`config.mk`:
```
export PLATFORM = sky130hd
export DESIGN_NAME = shift_sched_flat
export DESIGN_NICKNAME = d
export VERILOG_FILES = /design/src/rtl/shift_sched_if.sv /design/src/rtl/shift_sched.sv /design/src/flat_wrapper.sv
export SDC_FILE = /design/constraint.sdc
export NUM_CORES = 1
export LEC_CHECK = 0
export CAP_MARGIN = 20
export CORE_MARGIN = 4
export CORE_UTILIZATION = 38
export CTS_BUF_LIST = sky130_fd_sc_hd__clkbuf_16
export DETAILED_ROUTE_END_ITERATION = 10
export GPL_ROUTABILITY_DRIVEN = 0
export PLACE_DENSITY_LB_ADDON = 0.25
export SYNTH_ARGS = -nofsm -noshare
export SYNTH_HDL_FRONTEND = slang
export SYNTH_SLANG_ARGS = --single-unit
export TNS_END_PERCENT = 1
```
`constraint.sdc`:
```
create_clock -name clk -period 1.51 [get_ports clk]
set_input_delay 0.3775 -clock clk [delete_from_list [all_inputs] [get_ports clk]]
set_output_delay 0.3775 -clock clk [all_outputs]
set_load 0.005 [all_outputs]
```
`src/rtl/shift_sched_if.sv`:
```
// Client and shift-register-datapath signals of the two-requester shift scheduler.
// master = client/datapath side, slave = scheduler side.
interface shift_sched_if #(
  parameter int WIDTH = 4,
  parameter int CNT_W = 3
);
  logic             req0;
  logic             req1;
  logic [WIDTH-1:0] data0;
  logic [WIDTH-1:0] data1;
  logic             fill0;
  logic             fill1;
  logic             ack0;
  logic             ack1;
  logic             sr_load;
  logic [WIDTH-1:0] sr_data;
  logic             sr_inp;
  logic             busy;
  logic             done;
  logic             done_id;
  logic [CNT_W-1:0] shift_cnt;

  modport master (
    output req0, req1, data0, data1, fill0, fill1,
    input  ack0, ack1, sr_load, sr_data, sr_inp, busy, done, done_id, shift_cnt
  );

  modport slave (
    input  req0, req1, data0, data1, fill0, fill1,
    output ack0, ack1, sr_load, sr_data, sr_inp, busy, done, done_id, shift_cnt
  );
endinterface

```
`src/rtl/shift_sched.sv`:
```
// Round-robin load-then-shift scheduler for one shared WIDTH-bit shift register; WIDTH+2 busy cycles per job.
// Define SHIFT_SCHED_FIXED_PRIO_EN for fixed priority (req0 always wins); requests wait (level-held) until ack.
module shift_sched #(
  parameter int WIDTH = 4,
  parameter int CNT_W = 3
) (
  input logic          clk,
  input logic          rst,
  shift_sched_if.slave bus
);

  typedef enum logic [1:0] {IDLE, LOAD, SHIFT, DONE} state_t;

  state_t state;
  logic   gid;
  logic   fill_q;
  logic   win;
  logic   any_req;

`ifdef SHIFT_SCHED_FIXED_PRIO_EN
  always_comb begin
    any_req = bus.req0 | bus.req1;
    win     = ~bus.req0;
  end
`else
  logic last_grant;

  always_comb begin
    any_req = bus.req0 | bus.req1;
    if (bus.req0 && bus.req1) win = ~last_grant;
    else                      win = ~bus.req0;
  end
`endif

  always_ff @(posedge clk) begin
    if (rst) begin
      state         <= IDLE;
      gid           <= 1'b0;
      fill_q        <= 1'b0;
`ifndef SHIFT_SCHED_FIXED_PRIO_EN
      last_grant    <= 1'b1;
`endif
      bus.ack0      <= 1'b0;
      bus.ack1      <= 1'b0;
      bus.sr_load   <= 1'b0;
      bus.sr_data   <= '0;
      bus.sr_inp    <= 1'b0;
      bus.busy      <= 1'b0;
      bus.done      <= 1'b0;
      bus.done_id   <= 1'b0;
      bus.shift_cnt <= '0;
    end else begin
      bus.ack0   <= 1'b0;
      bus.ack1   <= 1'b0;
      bus.done   <= 1'b0;
      bus.sr_inp <= 1'b0;
      case (state)
        IDLE: begin
          bus.sr_load   <= 1'b0;
          bus.busy      <= 1'b0;
          bus.shift_cnt <= '0;
          if (any_req) begin
            // Word and fill bit are captured here so later input changes cannot leak in.
            state       <= LOAD;
            gid         <= win;
`ifndef SHIFT_SCHED_FIXED_PRIO_EN
            last_grant  <= win;
`endif
            bus.sr_data <= win ? bus.data1 : bus.data0;
            fill_q      <= win ? bus.fill1 : bus.fill0;
            bus.ack0    <= ~win;
            bus.ack1    <= win;
            bus.sr_load <= 1'b1;
            bus.busy    <= 1'b1;
          end
        end
        LOAD: begin
          state         <= SHIFT;
          bus.sr_load   <= 1'b0;
          bus.sr_inp    <= fill_q;
          bus.shift_cnt <= '0;
        end
        SHIFT: begin
          if (bus.shift_cnt == CNT_W'(WIDTH - 1)) begin
            state         <= DONE;
            bus.done      <= 1'b1;
            bus.done_id   <= gid;
            bus.shift_cnt <= CNT_W'(WIDTH);
          end else begin
            bus.sr_inp    <= fill_q;
            bus.shift_cnt <= bus.shift_cnt + 1'b1;
          end
        end
        DONE: begin
          state         <= IDLE;
          bus.busy      <= 1'b0;
          bus.done_id   <= 1'b0;
          bus.shift_cnt <= '0;
        end
        default: state <= IDLE;
      endcase
    end
  end

endmodule

```
`src/flat_wrapper.sv`:
```
// flat-port wrapper written by rule: the top's interface ports become plain ports
module shift_sched_flat 
#(
  parameter int WIDTH = 4,
  parameter int CNT_W = 3
)
  (clk, rst, bus_req0, bus_req1, bus_data0, bus_data1, bus_fill0, bus_fill1, bus_ack0, bus_ack1, bus_sr_load, bus_sr_data, bus_sr_inp, bus_busy, bus_done, bus_done_id, bus_shift_cnt);
  shift_sched_if #(.WIDTH(WIDTH), .CNT_W(CNT_W)) bus_i ();
  input logic clk;
  input logic rst;
  input wire logic [$bits(bus_i.req0)-1:0] bus_req0;
  input wire logic [$bits(bus_i.req1)-1:0] bus_req1;
  input wire logic [$bits(bus_i.data0)-1:0] bus_data0;
  input wire logic [$bits(bus_i.data1)-1:0] bus_data1;
  input wire logic [$bits(bus_i.fill0)-1:0] bus_fill0;
  input wire logic [$bits(bus_i.fill1)-1:0] bus_fill1;
  output wire logic [$bits(bus_i.ack0)-1:0] bus_ack0;
  output wire logic [$bits(bus_i.ack1)-1:0] bus_ack1;
  output wire logic [$bits(bus_i.sr_load)-1:0] bus_sr_load;
  output wire logic [$bits(bus_i.sr_data)-1:0] bus_sr_data;
  output wire logic [$bits(bus_i.sr_inp)-1:0] bus_sr_inp;
  output wire logic [$bits(bus_i.busy)-1:0] bus_busy;
  output wire logic [$bits(bus_i.done)-1:0] bus_done;
  output wire logic [$bits(bus_i.done_id)-1:0] bus_done_id;
  output wire logic [$bits(bus_i.shift_cnt)-1:0] bus_shift_cnt;
  assign bus_i.req0 = bus_req0;
  assign bus_i.req1 = bus_req1;
  assign bus_i.data0 = bus_data0;
  assign bus_i.data1 = bus_data1;
  assign bus_i.fill0 = bus_fill0;
  assign bus_i.fill1 = bus_fill1;
  assign bus_ack0 = bus_i.ack0;
  assign bus_ack1 = bus_i.ack1;
  assign bus_sr_load = bus_i.sr_load;
  assign bus_sr_data = bus_i.sr_data;
  assign bus_sr_inp = bus_i.sr_inp;
  assign bus_busy = bus_i.busy;
  assign bus_done = bus_i.done;
  assign bus_done_id = bus_i.done_id;
  assign bus_shift_cnt = bus_i.shift_cnt;
  shift_sched #(.WIDTH(WIDTH), .CNT_W(CNT_W)) u_core (.clk(clk), .rst(rst), .bus(bus_i));
endmodule
```
# Yosys cells after proc, flatten, opt, wreduce, memory -nomap -nowiden
# Cells that the tools add are included.
[op_classes] add_sub_neg=1 n_eq_ne=6 mux=16 n_bitwise=7 reduce_logical=11
[ops] cell="$pmux W1 S2" count=4
[ops] cell="$pmux W2 S4" count=1
[ops] cell="$mux W1" count=6
[ops] cell="$not A1 Y1" count=6
[ops] cell="$pmux W3 S2" count=1
[ops] cell="$reduce_and A2 Y1" count=3
[ops] cell="$reduce_bool A2 Y1" count=3
[ops] cell="$reduce_or A3 Y1" count=2
[ops] cell="$eq A2 B2 Y1 const B" count=2
[ops] cell="$mux W2" count=2
[ops] cell="$mux W4" count=1
[ops] cell="$ne A2 B1 Y1 const B" count=2
[ops] cell="$add A3 B1 Y3 const B" count=1
[ops] cell="$eq A3 B2 Y1 const B" count=1
[ops] cell="$mux W3" count=1
[ops] cell="$eq A2 B1 Y1 const B" count=1
[ops] cell="$logic_not A2 Y1" count=1
[ops] cell="$reduce_or A2 Y1" count=1
[ops] cell="$logic_and A1 B1 Y1" count=1
[ops] cell="$or A1 B1 Y1" count=1
[word_totals] ff_bits=19 input_bits=14 out_inout_bits=14 word_cells=54

# Longest topological paths before layout
[depth] depth_word=3 depth_mapped=6 depth_no_buf=5

# Worst setup path after synthesis
# No wires, ideal clock.
[synth_path] path_kind="reg-to-reg" from="register u_core.state[0]" to="register u_core.bus.shift_cnt[1]" setup_ns=0.073 t_arrival_ns=1.417 required_ns=1.437 slack_ns=0.020 stages_incl_launch_ff=6 path_buffers=1 synth_period_minus_slack_ns=1.490 cell_sequence="dfxtp_1 -> inv_1 -> ha_1 -> buf_6 -> or4_4 -> nor3b_2"
[synth_between] elab_chain_cells=3 word_cells_on_any_way=6 classes_between="eq/ne (3); mux (1); reduce/logical (2)"
[synth_rtl] element="start, declared" line_no="shift_sched.sv:14" text="state_t state;"
[synth_rtl] element="start signal, assigned" line_no="shift_sched.sv:37" text="state <= IDLE;"
[synth_rtl] element="start signal, assigned" line_no="shift_sched.sv:64" text="state <= LOAD;"
[synth_rtl] element="start signal, assigned" line_no="shift_sched.sv:78" text="state <= SHIFT;"
[synth_rtl] element="$eq A2 B1 Y1 (tied with other cells)" line_no="shift_sched.sv:57" text="case (state)"
[synth_rtl] element="$reduce_or A3 Y1 (no source line)"
[synth_rtl] element="$pmux W3 S2 *" line_no="shift_sched.sv:57"
[synth_rtl] element="end signal, assigned" line_no="shift_sched.sv:88" text="bus.shift_cnt <= CNT_W'(WIDTH);"
[synth_rtl] element="end signal, assigned" line_no="shift_sched.sv:91" text="bus.shift_cnt <= bus.shift_cnt + 1'b1;"
[synth_rtl] element="end, declared" line_no="shift_sched_if.sv:30" text="output ack0, ack1, sr_load, sr_data, sr_inp, busy, done, done_id, shift_cnt"
# Mark *: on every way between the ends. The rest lies on a longest branch, timed or not.
# A chain may end at the register's enable or synchronous reset.

# Worst setup path after layout
# Ends and elaborated chain as after synthesis.

==> results.json <==
{
  "cts_tree": "yes",
  "final_cell_area_um2": 1254,
  "hold_buffers": 0,
  "antennaDiodeCount": 0,
  "core_region_area_um2": 1962,
  "rsz0062_at_grt": "true",
  "cap_violations": 0,
  "synth_warnings": 0,
  "cts.clk_slew.worst_paths_ns": 0.05,
  "routed_via_density": 4.915,
  "r2r_setup_slack_ns": 0.03,
  "fin_skew_ns": 0.001153,
  "crit_chain": "buf_4 > ha_1 > or4_4 > nor3b_2",
  "internal_power_w": 0.001393,
  "critPathRequiredTime_ns": 1.68,
  "synth.avg_cell_area_um2": 10.80,
  "clockBufferDepth": 2,
  "critPathSlowestCell": "or4_4",
  "drtAntennaViolNets": 0,
  "slew_violations": 0,
  "fin_setup_tns_ns": 0,
  "initial_core_util_pct": 40.18,
  "synthToLayoutAreaGrowth_pct": 59.05,
  "outcome": "finished clean",
  "synth.distinct_cells": 25,
  "reg2reg_to": "u_core.bus.shift_cnt[1]$_SDFF_PP0_",
  "hold_path.class": "register to register",
  "combPwrFrac_pct": 37.9,
  "hold_viol": 0,
  "grt_max_degree": 12,
  "drive_above_1_share_pct": 19.13,
  "holdWs_ns": 0.4510,
  "grt_pass1_vias": 746,
  "yosysTopAreaCell": "dfxtp_1",
  "cts.sinks": 19,
  "period_minus_slack_ns": 1.481,
  "yosysTopAreaCellShare_pct": 48.25,
  "grt_pass1_wl_mm": 2.870,
  "syn_nets": 93,
  "startpoint_type": "register",
  "antenna_found_initial": 0,
  "setup_ws_ns": 0.02929,
  "cts.htree.levels": 1,
  "track_usage_pct": 14.04,
  "ios": 28,
  "max_freq_ghz": 0.6754,
  "cts_setup_buffers": 0,
  "slowest_delay_ns": 0.56,
  "dieWidth_um": 53.55,
  "yosys_register_bits": 19,
  "grt-ovfl-total": 0,
  "power_frac_clock_pct": 27.4,
  "hp-start": "u_core.bus.busy$_SDFFE_PP0P_",
  "power_leakage_nw": 0.5470,
  "ys_seq_area_share_pct": 48.25,
  "synth_area_um2": 788.3,
  "synth.area.top_cells": "dfxtp_1 48%, ha_1 9.5%, a221o_1 6.3%",
  "synthCells": 73,
  "finalPower_w": 0.001945,
  "place_ws_ns": -0.2161,
  "port_buffers": 27,
  "holdPathEnd": "u_core.bus.busy$_SDFFE_PP0P_",
  "r2r_start": "u_core.state[0]$_SDFFE_PP0P_",
  "crit_arrival_ns": 1.65,
  "nNetsFinal": 136,
  "worstSetupPathType": "register to register",
  "wire_per_inst_um": 12.76,
  "dp_hpwl_mm": 1.418,
  "placementRows": 16,
  "drc": 0,
  "cts_buffers": 3,
  "worstHoldPathCells": 2,
  "clkLatencyLatePin_ns": 0.25,
  "dieArea_um2": 2867,
  "power_frac_seq_pct": 34.7,
  "tightestPinTransition_ns": 0.3817,
  "swShare_pct": 28.35,
  "cp_max_fo": 3,
  "first_pass_iters": 4,
  "dr.first_iter.drc_count": 6,
  "peakVddDrop_mv": 0.7041,
  "vias": 698,
  "final.period_utilization_pct": 98.06,
  "pwr_density_cell_nw_per_um2": 1551,
  "critPathCaptureType": "register",
  "maxSlewHeadroom_pct": 74.49,
  "cts_root_buffer": "clkbuf_16",
  "routed_wl_mm": 1.812,
  "place_area_um2": 1167,
  "finalSetupViolCount": 0,
  "die_h_um": 53.55,
  "rr_worst_depth": 4,
  "power.switching_w": 0.0005512
}
-- layer usage --
| layer | GRT usage [%] | up-vias | share of wire [%] |
|---|---|---|---|
| met5 | 0 | - | 0 |
| li1 | - | 354 | - |
| met3 | 4.986 | 0 | 8.2 |
| met2 | 24.08 | 26 | 52 |
| met4 | 8.936 | 0 | 0 |
| met1 | 14.41 | 318 | 40 |
-- power by group through the flow --
stage,logic (W),clock network [W],registers [W]
global route,0.000801,0.000570,0.000690
finish,0.000737,0.000534,0.000674
detailed placement,0.000715,0,0.000684
floorplan,0.000367,0,0.000693
global placement,0.000698,0,0.000682
CTS,0.000738,0.000550,0.000676
-- Yosys cell counts --
| cell | instances |
|---|---|
| mux2i_1 | 1 |
| o21a_1 | 1 |
| a2111oi_0 | 1 |
| or3_1 | 1 |
| nor2_1 | 5 |
| nor3_1 | 1 |
| o221a_2 | 1 |
| a21oi_1 | 5 |
| a221o_1 | 5 |
| or4_4 | 1 |
| and3_2 | 1 |
| dfxtp_1 | 19 |
| ha_1 | 6 |
| nand4b_1 | 1 |
| nand3b_1 | 1 |
| nand2_1 | 3 |
| o21ai_0 | 2 |
| nor3b_1 | 5 |
| nor2b_1 | 1 |
| a21o_1 | 1 |
| inv_1 | 5 |
| buf_6 | 2 |
| o2111a_1 | 2 |
| nor3b_2 | 1 |
| and3_1 | 1 |
-- worst max-delay path by stage --
stage	slack, ns	endpoint	startpoint
global route	-0.01	u_core.bus.shift_cnt[1]$_SDFF_PP0_	u_core.state[0]$_SDFFE_PP0P_
detailed placement	-0.22	u_core.bus.sr_load$_SDFFE_PP0P_	bus_req1
CTS	0.005	bus_shift_cnt[0]	u_core.bus.shift_cnt[0]$_SDFF_PP0_
finish	0.03	u_core.bus.shift_cnt[1]$_SDFF_PP0_	u_core.state[0]$_SDFFE_PP0P_
global placement	-0.18	u_core.bus.sr_data[3]$_SDFFE_PP0P_	rst
floorplan	0.02	u_core.bus.shift_cnt[1]$_SDFF_PP0_	u_core.state[0]$_SDFFE_PP0P_
-- critical path, delay by kind of cell, from the launching register on --
kind | cells | cell delay (ns)
simple gates | 2 | 0.75
flops | 1 | 0.31
fa+ha+maj | 1 | 0.22
buf+inv | 1 | 0.14
-- layout by cell type (no fill, tap or decap), types with 2 or more instances in the layout --
master           netlist  layout
ha_1                   6       5
nor3b_1                5       5
clkdlybuf4s50_1        0      26
a21oi_1                5       5
nand2_1                3       3
nor2_1                 5       5
clkbuf_16              0       3
buf_4                  0      13
a221o_1                5       5
inv_1                  5       5
o2111a_1               2       2
dfxtp_1               19      19
o21ai_0                2       2
-- kinds of logic after synthesis --
family | synth area share (%)
multiplexers | 1.270
flip-flops | 48.25
AND/OR/NAND/NOR | 17.62
buffers and inverters | 5.238
AO/OA/AOI/OAI | 18.10
adder cells (fa/ha/maj) | 9.524
-- stage by stage --
| step | utilization (%) | std cells |
|---|---|---|
| 3_3_place_gp | 59.50 | 138 |
| 3_5_place_dp | 59.50 | 138 |
| 2_1_floorplan | - | 73 |
| 4_1_cts | 63.71 | 142 |
| 6_report | 63.90 | 142 |
| 5_1_grt | 63.90 | 142 |
-- layout make-up --
class / instances / area [um2]
clock buffers: 3 / 75.07
fillers: 177 / 708.2
well taps: 27 / 33.78
flip-flops and latches: 19 / 380.4
clock inverters: 1 / 5.005
repair buffers: 40 / 370.4
inverters: 5 / 18.77
multi-input cells: 47 / 370.4
-- flip-flops by register name, indices dropped and copies added (netlist names) --
signal and count:
u_core.bus.shift_cnt 3, u_core.bus.done 1, u_core.bus.done_id 1, u_core.state 2
u_core.bus.ack0 1, u_core.last_grant 1, u_core.fill_q 1, u_core.bus.sr_data 4
u_core.bus.busy 1, u_core.bus.sr_load 1, u_core.bus.ack1 1, u_core.bus.sr_inp 1
u_core.gid 1
-- timing repair --
item / in CTS / in global routing
pin swaps: 1 / 0
resized for setup: 1 / 2
setup endpoints to repair: 2 / 3
Power figures use the tool's default switching activity.
